$ cat config.mk
export PLATFORM = sky130hd
export DESIGN_NAME = pe_core
export DESIGN_NICKNAME = d
export VERILOG_FILES = /design/src/rtl/pe_core.sv
export SDC_FILE = /design/constraint.sdc
export NUM_CORES = 2
export LEC_CHECK = 0
export CAP_MARGIN = 5
export CORE_MARGIN = 4
export CORE_UTILIZATION = 31
export DETAILED_ROUTE_END_ITERATION = 8
export HOLD_SLACK_MARGIN = 0.08
export SYNTH_ARGS = -nofsm -noshare
export SYNTH_HDL_FRONTEND = slang
export SYNTH_SLANG_ARGS = --single-unit
$ cat constraint.sdc
create_clock -name clk -period 9.9 [get_ports clk]
set_input_delay 2.475 -clock clk [delete_from_list [all_inputs] [get_ports clk]]
set_output_delay 2.475 -clock clk [all_outputs]
set_load 0.01 [all_outputs]
$ cat src/rtl/pe_core.sv
// Complex-arithmetic processing element: batches eight complex operands, runs a
// fixed program (three complex multiplies, one complex add), forwards two neighbour chains.
module pe_core #(
  parameter int DATA_WIDTH = 16,
  parameter int RF_DEPTH   = 8
) (
  input  logic                      clk,
  input  logic                      rst,
  input  logic                      din_pe_v,
  input  logic [2*DATA_WIDTH-1:0]   din_pe,
  input  logic                      din_shift_v,
  input  logic [2*DATA_WIDTH-1:0]   din_shift,
  input  logic                      din_tx_v,
  input  logic [2*DATA_WIDTH-1:0]   din_tx,
  output logic                      dout_pe_v,
  output logic [2*DATA_WIDTH-1:0]   dout_pe,
  output logic                      dout_tx_v,
  output logic [2*DATA_WIDTH-1:0]   dout_tx,
  output logic                      dout_shift_v,
  output logic [2*DATA_WIDTH-1:0]   dout_shift
);

  localparam int W     = DATA_WIDTH;
  localparam int CW    = 2 * DATA_WIDTH;
  localparam int PW    = 2 * DATA_WIDTH;
  localparam int SW    = 2 * DATA_WIDTH + 1;
  localparam int PTR_W = $clog2(RF_DEPTH);

  typedef enum logic {
    ST_LOAD,
    ST_COMPUTE
  } state_e;

  state_e           state_q, state_d;
  logic [PTR_W-1:0] wptr_q, wptr_d;
  logic [1:0]       op_q, op_d;
  logic             rf_we;
  logic             issue;

  logic [CW-1:0]    rf_q [RF_DEPTH];

  logic             s1_v_q;
  logic [CW-1:0]    s1_q;
  logic             dout_pe_v_q;
  logic [CW-1:0]    dout_pe_q;
  logic             dout_shift_v_q, dout_tx_v_q;
  logic [CW-1:0]    dout_shift_q, dout_tx_q;

  // NOTE: every signal written here gets a default first, so no path can infer a latch.
  always_comb begin
    state_d = state_q;
    wptr_d  = wptr_q;
    op_d    = op_q;
    rf_we   = 1'b0;
    issue   = 1'b0;
    case (state_q)
      ST_LOAD: begin
        if (din_pe_v) begin
          rf_we  = 1'b1;
          wptr_d = wptr_q + PTR_W'(1);
          if (wptr_q == PTR_W'(RF_DEPTH - 1)) begin
            state_d = ST_COMPUTE;
            op_d    = 2'd0;
          end
        end
      end
      ST_COMPUTE: begin
        issue = 1'b1;
        op_d  = op_q + 2'd1;
        if (op_q == 2'd3) state_d = ST_LOAD;
      end
      default: state_d = ST_LOAD;
    endcase
  end

  // NOTE: sequential state uses non-blocking assignments so all registers update together.
  always_ff @(posedge clk) begin
    if (rst) begin
      state_q <= ST_LOAD;
      wptr_q  <= '0;
      op_q    <= '0;
    end else begin
      state_q <= state_d;
      wptr_q  <= wptr_d;
      op_q    <= op_d;
    end
  end

  // NOTE: the register file is small and must read back zero after reset, so it is cleared explicitly.
  always_ff @(posedge clk) begin
    if (rst) begin
      for (int i = 0; i < RF_DEPTH; i++) rf_q[i] <= '0;
    end else if (rf_we) begin
      rf_q[wptr_q] <= din_pe;
    end
  end

  // Operands for op k are the register pair R(2k), R(2k+1).
  logic [CW-1:0]        opa, opb;
  logic signed [W-1:0]  a_re, a_im, b_re, b_im;
  logic signed [PW-1:0] p_rr, p_ii, p_ri, p_ir;
  logic signed [SW-1:0] sum_re, sum_im;
  logic signed [W-1:0]  add_re, add_im;
  logic [CW-1:0]        result;
  logic                 unused_sum_bits;

  assign opa    = rf_q[{op_q, 1'b0}];
  assign opb    = rf_q[{op_q, 1'b1}];
  assign a_re   = opa[CW-1:W];
  assign a_im   = opa[W-1:0];
  assign b_re   = opb[CW-1:W];
  assign b_im   = opb[W-1:0];

  assign p_rr   = PW'(a_re) * PW'(b_re);
  assign p_ii   = PW'(a_im) * PW'(b_im);
  assign p_ri   = PW'(a_re) * PW'(b_im);
  assign p_ir   = PW'(a_im) * PW'(b_re);
  assign sum_re = SW'(p_rr) - SW'(p_ii);
  assign sum_im = SW'(p_ri) + SW'(p_ir);
  assign add_re = a_re + b_re;
  assign add_im = a_im + b_im;

  assign result = (op_q == 2'd3) ? {add_re, add_im}
                                 : {sum_re[W-1:0], sum_im[W-1:0]};
  // Results wrap to W bits; the upper sum bits are intentionally discarded.
  assign unused_sum_bits = ^{sum_re[SW-1:W], sum_im[SW-1:W]};

  always_ff @(posedge clk) begin
    if (rst) begin
      s1_v_q      <= 1'b0;
      s1_q        <= '0;
      dout_pe_v_q <= 1'b0;
      dout_pe_q   <= '0;
    end else begin
      s1_v_q      <= issue;
      if (issue) s1_q <= result;
      dout_pe_v_q <= s1_v_q;
      if (s1_v_q) dout_pe_q <= s1_q;
    end
  end

  // Neighbour chains: valid always follows, data holds when the input is not valid.
  always_ff @(posedge clk) begin
    if (rst) begin
      dout_shift_v_q <= 1'b0;
      dout_shift_q   <= '0;
      dout_tx_v_q    <= 1'b0;
      dout_tx_q      <= '0;
    end else begin
      dout_shift_v_q <= din_shift_v;
      if (din_shift_v) dout_shift_q <= din_shift;
      dout_tx_v_q    <= din_tx_v;
      if (din_tx_v) dout_tx_q <= din_tx;
    end
  end

  assign dout_pe_v    = dout_pe_v_q;
  assign dout_pe      = dout_pe_q;
  assign dout_shift_v = dout_shift_v_q;
  assign dout_shift   = dout_shift_q;
  assign dout_tx_v    = dout_tx_v_q;
  assign dout_tx      = dout_tx_q;

endmodule

Word level (Yosys, flattened, before mapping):

Memory sizes are Yosys's and may differ from the RTL's. A register that Yosys moved wholly into a read port is not among the register bits.
Cells that the tools add are included.

* $add $sub $neg: 6
* $mul: 4
* eq/ne operators: 4
* multiplexer cells: 23
* bitwise gates (word level): 1
* reduce and logical (&&, ||, !) cells: 3

Operator list (number)
* $mul 16x16->16: 4
* $mux 32: 2
* $add 16x16->16: 3
* $reduce_or 32->1: 1
* $sub 16x16->16: 1
* $mux 3: 5
* $mux 1: 12
* $mux 2: 2
* $ne 2x2->1 const B: 2
* $pmux 2 s2: 1
* $reduce_and 2->1: 2
* $add 3x1->3 const B: 1
* $eq 3x3->1 const B: 1
* $add 2x1->2 const B: 1
* $eq 2x2->1 const B: 1
* $pmux 1 s2: 1
* $not 1->1: 1

* register bits: 138
* memory bits (writable): 256
* output and inout bits: 99
* memories: 1

Memory list
* rf_q: words 8, bits a word 32, rd ports 2, clocked after Yosys merged registers in 2, wr ports 8, line 40 `logic [CW-1:0] rf_q [RF_DEPTH];`

Logic depth before layout (Yosys ltp):

* depth after elaboration: 7
* mapped depth: 37

Least setup slack after synthesis:

No wires, ideal clock.

* kind: register to register
* start point: register with a tool-made name
* end point: register s1_q[30]
* setup time: 0.124 ns
* arrival time: 7.622 ns
* required time: 9.776 ns
* setup slack: 2.154 ns
* cell stages (with the launch flop): 32
* clock period less this slack: 7.746 ns
* cell sequence: dfxtp_1 > buf_6 > buf_8 > buf_6 > buf_6 > mux2_1 > o21ai_2 > clkbuf_1 > buf_1 > nor2_1 > fa_1 > inv_1 > fa_1 > inv_1 > fa_1 > ha_1 > inv_1 > fa_1 > inv_1 > fa_1 > inv_1 > fa_1 > fa_1 > inv_1 > ha_1 > a21oi_1 > o21bai_1 > a211o_1 > a2111o_1 > a31o_2 > a31oi_1 > o21ai_0

RTL lines
* end signal: assignment: line 136 `if (issue) s1_q <= result;`
* end: declaration: line 43 `logic [CW-1:0] s1_q;`

==> reports/summary.txt <==
First-pass GRT wire length: 160 mm
Worst EP arrival: 9.54 ns
RD Place Congestion: 0.947
Grt ovf: 0
Post-synthesis async set-or-reset flop share: 0%
Via density: 4.75
TritonCTS clock tree: yes
Clk Latency, worst-skew pair: 0.58 ns
#FFs+latches synth: 396
Crit-path slowest cell: o21ai_2
Leakage power total: 17.2 nW
Clock Path Buffers: 3
Number of DRC markers in iteration 0: 1,940
PD cells: 304 nW/µm²
Commonest non-fill, non-tap cell in the layout: inv_1
R2r endpoint: s1_q[31]
Post-layout min period: 9.06 ns
Grt met3 use: 2.50%
Status: completed
Post-layout instance area: 39,600 µm²
Post-synthesis sequential area ratio: 30.5%
Final Setup Violations: 0
Startpoint Class: flip-flop
WL final: 105 mm
Layout area overhead: 14.9%
Postcts setup bufs: 0
R2R Setup Slk: 0.84 ns
Net count, final: 4,295
Fillers: 11,197
Mapped Cells: 3,401
Reg clk slew, reported paths: 0.06 ns
Cts hold-fix bufs: 0
WL/cell: 20.7 µm
Tot GR Track Use: 18.0%
Setup Skew: 0.0143 ns
Worst-Margin Slew: 1.16 ns
Synthesized cell area: 34,400 µm²
M1 GR Usage: 23.7%
Vias after detailed routing: 24,160
Final Hold Fails: 0
Max-Cap Viols: 0
R2R cell count: 28
Worst rel slew slack: 22.4%
RSZ-0062 raised after global routing: false
Die width: 341 µm
Layout cell share with drive strength beyond 1: 8.09%
Crit end category: flip-flop
Final Max Tran Viols: 0
Post_cts resized: 0
Initial antenna violation count: 0
Number of global-route vias before repair: 25,442
Top Usage Layer GRT: met2
Detail Route Antenna Nets: 0
Die span in y: 341 µm
Post-DP HPWL: 76.5 mm
Hold Path Class: flip-flop to flip-flop
# rows: 122
Met2 Use GR: 30.3%
Max VDD drop: 0.000651 V
Cts bufs inserted: 45
Port buffer count: 199
Root Buffer: clkbuf_16
Synthesized net count: 4,131
Critical path's most frequent cell: fa_1
Placed Area: 38,100 µm²
Io pins: 200
Die area: 116,000 µm²
Critical Path Fanout Max: 41
Htree depth: 2
Critical path class: flip-flop to flip-flop
Netlist cell types: 64
CTS sink cnt: 396
Achievable clock frequency: 110 MHz
Crit path capture: s1_q[31]
Total power: 12.0 mW
Starting density of the core: 31.2%
Critical Path RT: 10.38 ns
Post-synth EDFFs: 256
Tcrit/Tclk final: 91.5%
Most frequent cells in the layout: inv_1, nor2_1, fa_1
Worst path max stage delay: 0.72 ns
Synth warnings: 0
Core ar.: 111,000 µm²
Setup_tns: 0 ns
First-pass DRT Iterations: 7
Drt drc: 0
Top_reg_cell synth: edfxtp_1
Hold slack: 0.484 ns
Post-Syn Area per Cell: 10.1 µm²
Largest net degree at the start of global routing: 86
critical path: cells and delay by family, from the launching register on:
family | cells | cell delay [ns]
XOR/XNOR | 8 | 1.99
AND/OR/NAND/NOR | 1 | 0.08
AO/OA/AOI/OAI | 2 | 0.98
adder cells (fa/ha/maj) | 9 | 3.84
flip-flops | 1 | 0.68
buffers and inverters | 7 | 0.98
multiplexers | 1 | 0.40
final cells by class:
cell class                 instances  area [µm²]  share of cell area, %
timing repair buffer             262        2460                   6.23
sequential                       396       10500                   26.5
multi-input combinational       2290       21100                   53.4
antenna                            1        2.50                0.00633
tap                             1488        1860                   4.71
clock inverter                    26         255                  0.645
inverter                         570        2150                   5.43
clock buffer                      55        1190                   3.02
metrics by stage:
stage / std cells / worst slack (ns) / utilization (%)
6_report: 5088 / 0.839 / 35.8
5_1_grt: 5087 / 0.554 / 35.8
4_1_cts: 5087 / 0.929 / 35.8
3_5_place_dp: 5006 / 0.958 / 34.5
3_3_place_gp: 5006 / 1.15 / 34.5
2_1_floorplan: 3401 / 2.15 / -
layer usage:
| layer | up-vias | wire length (µm) | share of wire, % |
|---|---|---|---|
| met5 | - | 0 | 0 |
| met3 | 199 | 6070 | 5.8 |
| met4 | 0 | 4340 | 4.1 |
| met2 | 774 | 50300 | 48 |
| li1 | 11008 | - | - |
| met1 | 12179 | 44700 | 42 |
sequential cells by signal, summed over array words and instances, names as in the netlist, 2 cells and up, named ones only:
name,cells
dout_pe,32
dout_shift,32
dout_tx,32
op_q,2
rf_q,256
s1_q,32
wptr_q,3
cells in the mapped netlist (37+ instances only):
library cell / n / area (µm²)
clkbuf_1: 107 / 402
ha_1: 259 / 3240
a21oi_1: 42 / 210
and2_1: 312 / 1950
nand2_1: 282 / 1060
nor2_1: 412 / 1550
inv_2: 37 / 139
fa_1: 370 / 7410
mux2i_1: 149 / 1490
dfxtp_1: 140 / 2800
xnor2_1: 125 / 1090
edfxtp_1: 256 / 7690
inv_1: 528 / 1980
cell families after synthesis:
logic type,count (synthesis),synth area share [%]
buffers and inverters,715,8.29
AND/OR/NAND/NOR,1098,14.8
XOR/XNOR,166,4.43
AO/OA/AOI/OAI,183,3.80
adder cells (fa/ha/maj),629,30.9
multiplexers,214,7.30
flip-flops,396,30.5
where the power goes:
part           total, mW  switching, mW  internal [mW]
Clock               1.64          0.679          0.966
Combinational       8.54           4.99           3.55
Sequential          1.84         0.0215           1.82
worst min-delay path by stage:
stage,from,end,depth (start not counted)
final,s1_q[26],s1_q[26],2
after global routing,s1_q[26],s1_q[26],2
after CTS,s1_q[26],s1_q[26],2
after detailed placement,s1_q[13],s1_q[13],2
after global placement,dout_tx[13],dout_tx[13],2
after floorplan,s1_q[11],s1_q[11],2
Power figures use the tool's default switching activity.
